==> src/rtl/irq_ctrl_pkg.sv <==
// irq_ctrl_pkg: register map, CTRL bit index and FSM states
// shared by the interrupt controller files.
package irq_ctrl_pkg;

  localparam logic [1:0] IRQ_REG_PENDING = 2'd0;
  localparam logic [1:0] IRQ_REG_ENABLE  = 2'd1;
  localparam logic [1:0] IRQ_REG_ACTIVE  = 2'd2;
  localparam logic [1:0] IRQ_REG_CTRL    = 2'd3;

  localparam int IRQ_CTRL_GIE = 0;

  typedef enum logic [1:0] {
    IRQ_IDLE = 2'd0,
    IRQ_REQ  = 2'd1,
    IRQ_SVC  = 2'd2
  } irq_state_e;

endpackage

==> src/rtl/irq_pick.sv <==
// irq_pick: combinational picker, mask + start -> {valid, id}.
// IRQ_RR_EN: rotate search from start; else index 0 wins.
module irq_pick
  import irq_ctrl_pkg::*;
#(
  parameter int NSRC = 4,
  parameter int IDW  = 3
) (
  input  logic [NSRC-1:0] mask,
  input  logic [IDW-1:0]  start,
  output logic            valid,
  output logic [IDW-1:0]  id
);

  int k;

  // Scan from the far end so the last hit,
  // the closest to the search origin, wins.
  always_comb begin
    valid = 1'b0;
    id    = '0;
    k     = 0;
    for (int i = NSRC - 1; i >= 0; i--) begin
`ifdef IRQ_RR_EN
      k = (int'(start) + i) % NSRC;
`else
      k = i;
`endif
      if (mask[k]) begin
        valid = 1'b1;
        id    = IDW'(k);
      end
    end
  end

`ifndef IRQ_RR_EN
  logic unused_start;
  assign unused_start = ^start;
`endif

endmodule

==> src/rtl/irq_ctrl.sv <==
// irq_ctrl: edge-detected pending/enable regs, arbiter and
// req/take/ret handshake to the core. Macro: IRQ_RR_EN.
// Ports: i_clk,i_rst | i_src | MMIO i_sel,i_we,i_addr,i_wdata,
// o_rdata | o_irq_req,o_irq_id,i_irq_take,i_irq_ret,o_in_irq
module irq_ctrl
  import irq_ctrl_pkg::*;
#(
  parameter int NSRC = 4,
  parameter int DW   = 16,
  parameter int IDW  = 3
) (
  input  logic            i_clk,
  input  logic            i_rst,
  input  logic [NSRC-1:0] i_src,
  input  logic            i_sel,
  input  logic            i_we,
  input  logic [1:0]      i_addr,
  input  logic [DW-1:0]   i_wdata,
  output logic [DW-1:0]   o_rdata,
  output logic            o_irq_req,
  output logic [IDW-1:0]  o_irq_id,
  input  logic            i_irq_take,
  input  logic            i_irq_ret,
  output logic            o_in_irq
);

  irq_state_e      state;
  logic [NSRC-1:0] src_q;
  logic [NSRC-1:0] pending;
  logic [NSRC-1:0] enable;
  logic            gie;
  logic [NSRC-1:0] rise;
  logic [NSRC-1:0] elig;
  logic [NSRC-1:0] w1c;
  logic [NSRC-1:0] take_clr;
  logic [IDW-1:0]  id_q;
  logic [IDW-1:0]  ptr;
  logic [IDW-1:0]  pick_id;
  logic            pick_vld;
  logic            wr;
  logic            rd;
  logic            take;
  logic [DW-1:0]   rdata_n;

  assign wr   = i_sel & i_we;
  assign rd   = i_sel & ~i_we;
  assign rise = i_src & ~src_q;
  assign elig = pending & enable & {NSRC{gie}};
  assign take = (state == IRQ_REQ) & i_irq_take;

  assign w1c = (wr && i_addr == IRQ_REG_PENDING)
             ? i_wdata[NSRC-1:0] : '0;

  assign take_clr = take
                  ? (NSRC'(1) << id_q) : '0;

  assign o_irq_id = id_q;

  irq_pick #(
    .NSRC (NSRC),
    .IDW  (IDW)
  ) u_pick (
    .mask  (elig),
    .start (ptr),
    .valid (pick_vld),
    .id    (pick_id)
  );

`ifdef IRQ_RR_EN
  always_ff @(posedge i_clk) begin
    if (i_rst) begin
      ptr <= '0;
    end else if (take) begin
      ptr <= (id_q == IDW'(NSRC - 1))
           ? '0 : id_q + 1'b1;
    end
  end
`else
  assign ptr = '0;
`endif

  // src_q follows the pins even in reset, so a level
  // already high at release is not seen as an edge.
  // Rise beats W1C; a take clear beats both.
  always_ff @(posedge i_clk) begin
    src_q <= i_src;
    if (i_rst) begin
      pending <= '0;
      enable  <= '0;
      gie     <= 1'b0;
    end else begin
      pending <= ((pending & ~w1c) | rise) & ~take_clr;
      if (wr && i_addr == IRQ_REG_ENABLE)
        enable <= i_wdata[NSRC-1:0];
      if (wr && i_addr == IRQ_REG_CTRL)
        gie <= i_wdata[IRQ_CTRL_GIE];
    end
  end

  always_ff @(posedge i_clk) begin
    if (i_rst) begin
      state     <= IRQ_IDLE;
      o_irq_req <= 1'b0;
      o_in_irq  <= 1'b0;
      id_q      <= '0;
    end else begin
      unique case (state)
        IRQ_IDLE: begin
          if (pick_vld) begin
            state     <= IRQ_REQ;
            id_q      <= pick_id;
            o_irq_req <= 1'b1;
          end
        end
        IRQ_REQ: begin
          if (i_irq_take) begin
            state     <= IRQ_SVC;
            o_irq_req <= 1'b0;
            o_in_irq  <= 1'b1;
          end else if (elig == '0) begin
            state     <= IRQ_IDLE;
            o_irq_req <= 1'b0;
          end
        end
        IRQ_SVC: begin
          if (i_irq_ret) begin
            state    <= IRQ_IDLE;
            o_in_irq <= 1'b0;
          end
        end
        default: begin
          state     <= IRQ_IDLE;
          o_irq_req <= 1'b0;
          o_in_irq  <= 1'b0;
        end
      endcase
    end
  end

  always_comb begin
    rdata_n = '0;
    unique case (i_addr)
      IRQ_REG_PENDING: rdata_n = DW'(pending);
      IRQ_REG_ENABLE:  rdata_n = DW'(enable);
      IRQ_REG_ACTIVE:  rdata_n = DW'({o_in_irq, id_q});
      IRQ_REG_CTRL:    rdata_n[IRQ_CTRL_GIE] = gie;
      default:         rdata_n = '0;
    endcase
  end

  always_ff @(posedge i_clk) begin
    if (i_rst) begin
      o_rdata <= '0;
    end else if (rd) begin
      o_rdata <= rdata_n;
    end
  end

  logic unused_wdata;
  assign unused_wdata = ^i_wdata;

endmodule

==> config.mk <==
export PLATFORM = sky130hd
export DESIGN_NAME = irq_ctrl
export DESIGN_NICKNAME = d
export VERILOG_FILES = /design/src/rtl/irq_ctrl_pkg.sv /design/src/rtl/irq_pick.sv /design/src/rtl/irq_ctrl.sv
export SDC_FILE = /design/constraint.sdc
export NUM_CORES = 1
export LEC_CHECK = 0
export ABC_AREA = 1
export CAP_MARGIN = 40
export CORE_MARGIN = 2
export CORE_UTILIZATION = 44
export CTS_BUF_LIST = sky130_fd_sc_hd__clkbuf_8 sky130_fd_sc_hd__clkbuf_16
export DETAILED_ROUTE_END_ITERATION = 10
export GPL_TIMING_DRIVEN = 0
export HOLD_SLACK_MARGIN = 0.15
export PLACE_DENSITY = 0.94
export SKIP_CTS_REPAIR_TIMING = 1
export SKIP_LAST_GASP = 1
export SLEW_MARGIN = 40
export SYNTH_ARGS = -nofsm -noshare
export SYNTH_HDL_FRONTEND = slang
export SYNTH_SLANG_ARGS = --single-unit
export TNS_END_PERCENT = 20
==> constraint.sdc <==
create_clock -name i_clk -period 2.9 [get_ports i_clk]
set_input_delay 0.435 -clock i_clk [delete_from_list [all_inputs] [get_ports i_clk]]
set_output_delay 0.435 -clock i_clk [all_outputs]
set_load 0.02 [all_outputs]
## Word-level counts from Yosys, hierarchy flattened

Cells that the tools add are included.

| cells by class | value |
|---|---|
| eq/ne operators | 9 |
| shifts and indexed selects | 1 |
| muxes and demuxes | 24 |
| bitwise operators | 15 |
| reductions and logical operators | 10 |

Operator list:

| operator | count |
|---|---|
| 4-bit AND | 5 |
| 2-bit two-way mux | 8 |
| 4-bit NOT | 3 |
| 1-bit two-way mux | 9 |
| 3-bit one-hot mux with 3 select lines | 1 |
| 3-bit AND reduction | 3 |
| 4-bit two-way mux | 2 |
| 2-bit == test (second input constant) | 3 |
| 2-bit != test (second input constant) | 3 |
| 1-bit one-hot mux with 3 select lines | 2 |
| 2-bit one-hot mux with 3 select lines | 1 |
| 2-bit by 1-bit == test with 1-bit output (second input constant) | 2 |
| 2-bit zero test | 2 |
| 4-bit zero test | 1 |
| 4-bit OR | 1 |
| 1-bit one-hot mux with 4 select lines | 1 |
| 1-bit by 3-bit << shifter with 4-bit output (first input constant) | 1 |
| 1-bit AND | 3 |
| 1-bit logical AND | 3 |
| 3-bit by 2-bit != test with 1-bit output (second input constant) | 1 |
| 1-bit NOT | 3 |
| 2-bit AND reduction | 1 |

| word-level totals | value |
|---|---|
| register bits after elaboration | 36 |
| bits of input ports | 28 |
| output and inout bits | 21 |
| word-level logic and storage cells | 68 |

## Logic depth before layout (Yosys ltp)

| depth | value |
|---|---|
| depth after elaboration | 8 |
| mapped depth | 8 |
| gate-level depth less buffers | 8 |

## Hierarchy

From an unflattened synthesis, not the netlist that was laid out.

| unflattened totals | value |
|---|---|
| cells, all modules | 170 |
| area, all modules | 1,219.9 um^2 |

By module, submodules not included:

| module | times used | cells an instance | area an instance (um^2) | seq. area each (um^2) |
|---|---|---|---|---|
| irq_ctrl | 1 | 160 | 1,172.4 | 480.5 |
| irq_pick | 1 | 10 | 47.5 | 0.0 |

## Worst setup path after synthesis

No wires, ideal clock.

| timing path | value |
|---|---|
| kind | input to register |
| from | input i_rst |
| to | register o_in_irq |
| setup time | 0.122 ns |
| arrival | 0.967 ns |
| data required time | 2.778 ns |
| slack | 1.811 ns |
| stages on the path | 3 |
| buffers on the path | 2 |
| cells stage by stage | clkbuf_1 -> buf_2 -> a21oi_1 |

RTL lines:

| element | line | source |
|---|---|---|
| from (decl) | irq_ctrl.sv:13 | `input logic i_rst,` |
| to (signal assigned) | irq_ctrl.sv:104 | `o_in_irq <= 1'b0;` |
| to (signal assigned) | irq_ctrl.sv:119 | `o_in_irq <= 1'b1;` |
| to (signal assigned) | irq_ctrl.sv:128 | `o_in_irq <= 1'b0;` |
| to (decl) | irq_ctrl.sv:24 | `output logic o_in_irq` |

No word-level cell between the ends.

## Worst setup path after layout

| timing path | value |
|---|---|
| from | register id_q[1], in the netlist o_irq_id[1] |
| to | output o_irq_id[1] |

RTL lines:

| element | line | source |
|---|---|---|
| from (decl) | irq_ctrl.sv:36 | `logic [IDW-1:0] id_q;` |
| from (signal assigned) | irq_ctrl.sv:111 | `id_q <= pick_id;` |
| to (decl) | irq_ctrl.sv:21 | `output logic [IDW-1:0] o_irq_id,` |

No word-level cell between the ends.

==> impl_metrics.env <==
export IMPL_status="complete, no violations"
export IMPL_path_buf_inv=1
export IMPL_totalNegativeSetupSlack_ns=0
export IMPL_numCtsBuffers=3
export IMPL_vias=1056
export IMPL_die_h_um=54.2
export IMPL_ios=49
export IMPL_drv_slew=0
export IMPL_synth_seq_area_share_pct=41.6
export IMPL_nFillCells=225
export IMPL_synth_fa_ha_area_share_pct=0
export IMPL_synth_top_family_by_area="simple AND/OR/NAND/NOR gates"
export IMPL_cp_slowest_cell="clkdlybuf4s50_1"
export IMPL_yosysWarnings=0
export IMPL_synth_area_mm2=0.00111
export IMPL_hp_class="flip-flop to flip-flop"
export IMPL_synthXorXnorAreaFrac_pct=0
export IMPL_die_w_um=54.2
export IMPL_track_usage_pct=17.5
export IMPL_first_pass_iters=4
export IMPL_insertion_delay_ns=0.27
export IMPL_cpPeakStageDelay_ns=0.64
export IMPL_synth_compound_area_share_pct=13.8
export IMPL_grt_remaining_overflow=0
export IMPL_coreArea_mm2=0.00243
export IMPL_irDropWorstVdd_mv=0.460
export IMPL_crit_type="flip-flop to primary output"
export IMPL_finalHoldViolCount=0
export IMPL_ant_nets=0
export IMPL_antenna_found_initial=0
export IMPL_synth_main_ff_cell="dfxtp_1"
export IMPL_p_total_mw=0.630
export IMPL_syn_to_final_growth_pct=31.8
export IMPL_drive_above_1_share_pct=16.5
export IMPL_cts_tree="done"
export IMPL_grt_max_degree=15
export IMPL_cts_buffer_depth=2
export IMPL_endpoint_kind="primary output"
export IMPL_numClockSinks=23
export IMPL_skew_ns=0.00361
export IMPL_routed_via_density=4.84
export IMPL_initial_core_util_pct=45.5
export IMPL_crit_chain="clkdlybuf4s50_1"
export IMPL_clockRootBuffer="clkbuf_8"
export IMPL_nNetsFinal=217
export IMPL_std_cell_rows=18
export IMPL_cp_top_family="buffers and inverters"
export IMPL_netlist_area_leader_share_pct=41.6
export IMPL_wl_mm=2.26
export IMPL_hold_ws_ns=0.467
export IMPL_globalplace_congestion=0.936
export IMPL_drc_errors=0
export IMPL_grt_pass1_wl_mm=3.63
export IMPL_min_period_ns=1.77
export IMPL_yosys_top_cells_count="nand2_1, dfxtp_1, nand3_1"
export IMPL_yosys_area_share_simple_pct=28.9
export IMPL_synth_edf_count=0
export IMPL_hpwlAfterDp_mm=1.78
export IMPL_cp_max_fo=5
export IMPL_drt_iter0_markers=16
export IMPL_crit_arrival_ns=1.34
export IMPL_rsz0062_at_grt="false"
export IMPL_die_area_mm2=0.00293
export IMPL_p_per_area_mw_per_mm2=432
export IMPL_antennaDiodeCount=0
export IMPL_synthMuxAreaShare_pct=0
export IMPL_p_leak_nw=0.621
export IMPL_port_buffers=22
export IMPL_clkTransAtPathRegs_ns=0.08
export IMPL_max_clock_freq_mhz=563
export IMPL_synth_cell_types=26
export IMPL_post_route_period_util_pct=61.2
export IMPL_avgSynthCellArea_um2=7.38
export IMPL_startpoint_type="flip-flop"
export IMPL_yosys_register_bits=23
export IMPL_synthMostInstantiatedCell="nand2_1"
export IMPL_wl_per_cell_um=10.4
export IMPL_setup_viol=0
export IMPL_grt_pass1_vias=880
export IMPL_yosysTopAreaCell="dfxtp_1"
export IMPL_async_flop_share_pct=0
export IMPL_netlist_instances=150
export IMPL_cts_htree_levels=1
export IMPL_max_cap_violations=0
export IMPL_yosys_top_cells_area="dfxtp_1, nand2_1, buf_4, nand3_1, a21oi_1"
export IMPL_cp_required_ns=2.47
==> sequential cells by signal (all words and copies together), names as in the netlist <==
signal     cells
enable         4
o_irq_req      1
state          2
gie            1
o_in_irq       1
src_q          4
o_irq_id       2
o_rdata        4
pending        4
==> metal layers <==
layer	part of all wire (%)	up-vias	global-route usage (%)	wire length, um
li1	-	548	-	-
met1	43	465	19.9	976
met2	47	39	29.7	1060
met3	8.8	4	6.94	199
met4	1.1	0	5.42	25
met5	0	-	0	0
==> power by group <==
group	switching, mW	total, mW	internal, mW
clock network	0.106	0.204	0.0973
registers	0.00681	0.333	0.326
logic	0.0489	0.0929	0.0440
total	0.162	0.630	0.467
==> final cells by class <==
cell class	instances	area [um^2]	share of cell area, %
buffer	15	106	7.29
multi-input combinational	107	522	35.8
timing repair buffer	22	220	15.1
clock inverter	1	7.51	0.515
inverter	17	63.8	4.37
tap	30	37.5	2.57
sequential	23	460	31.6
clock buffer	3	41.3	2.83
==> final timing paths <==
path | startpoint | end | slack, ns | depth (start not counted)
hold reg to reg | o_rdata[3]$_SDFFE_PP0P_ | o_rdata[3]$_SDFFE_PP0P_ | 0.47 | 2
hold / removal | o_rdata[3]$_SDFFE_PP0P_ | o_rdata[3]$_SDFFE_PP0P_ | 0.47 | 2
setup / recovery | o_irq_id[1]$_SDFFE_PP0P_ | o_irq_id[1] | 1.13 | 1
setup reg to reg | gie$_SDFFE_PP0P_ | o_irq_id[0]$_SDFFE_PP0P_ | 1.61 | 7
==> cell families (layout without fill, tap and decap cells) <==
group | after synthesis | count (layout)
other cells | 1 | 13
simple gates | 69 | 69
flops | 23 | 23
compound gates | 25 | 25
buf+inv | 32 | 58
==> layout by cell type, fill, tap and decap left out, drive strengths merged, types with 9 or more instances in the layout <==
cell type	instances
nor2	9
conb	13
a21oi	13
clkdlybuf4s50	22
buf	14
nand3	14
nor3	11
inv	17
nand2	33
dfxtp	23
==> through the flow <==
step | setup slack, ns | area, um^2 | cells | util (%)
6_report | 1.13 | 1460 | 218 | 60.0
5_1_grt | 1.09 | 1460 | 218 | 60.0
4_1_cts | 1.13 | 1460 | 218 | 60.0
3_5_place_dp | 1.05 | 1410 | 214 | 58.0
3_3_place_gp | 1.05 | 1410 | 214 | 58.0
2_1_floorplan | 1.81 | 1150 | 162 | -
Note: power is estimated with default switching activity, not from simulation.
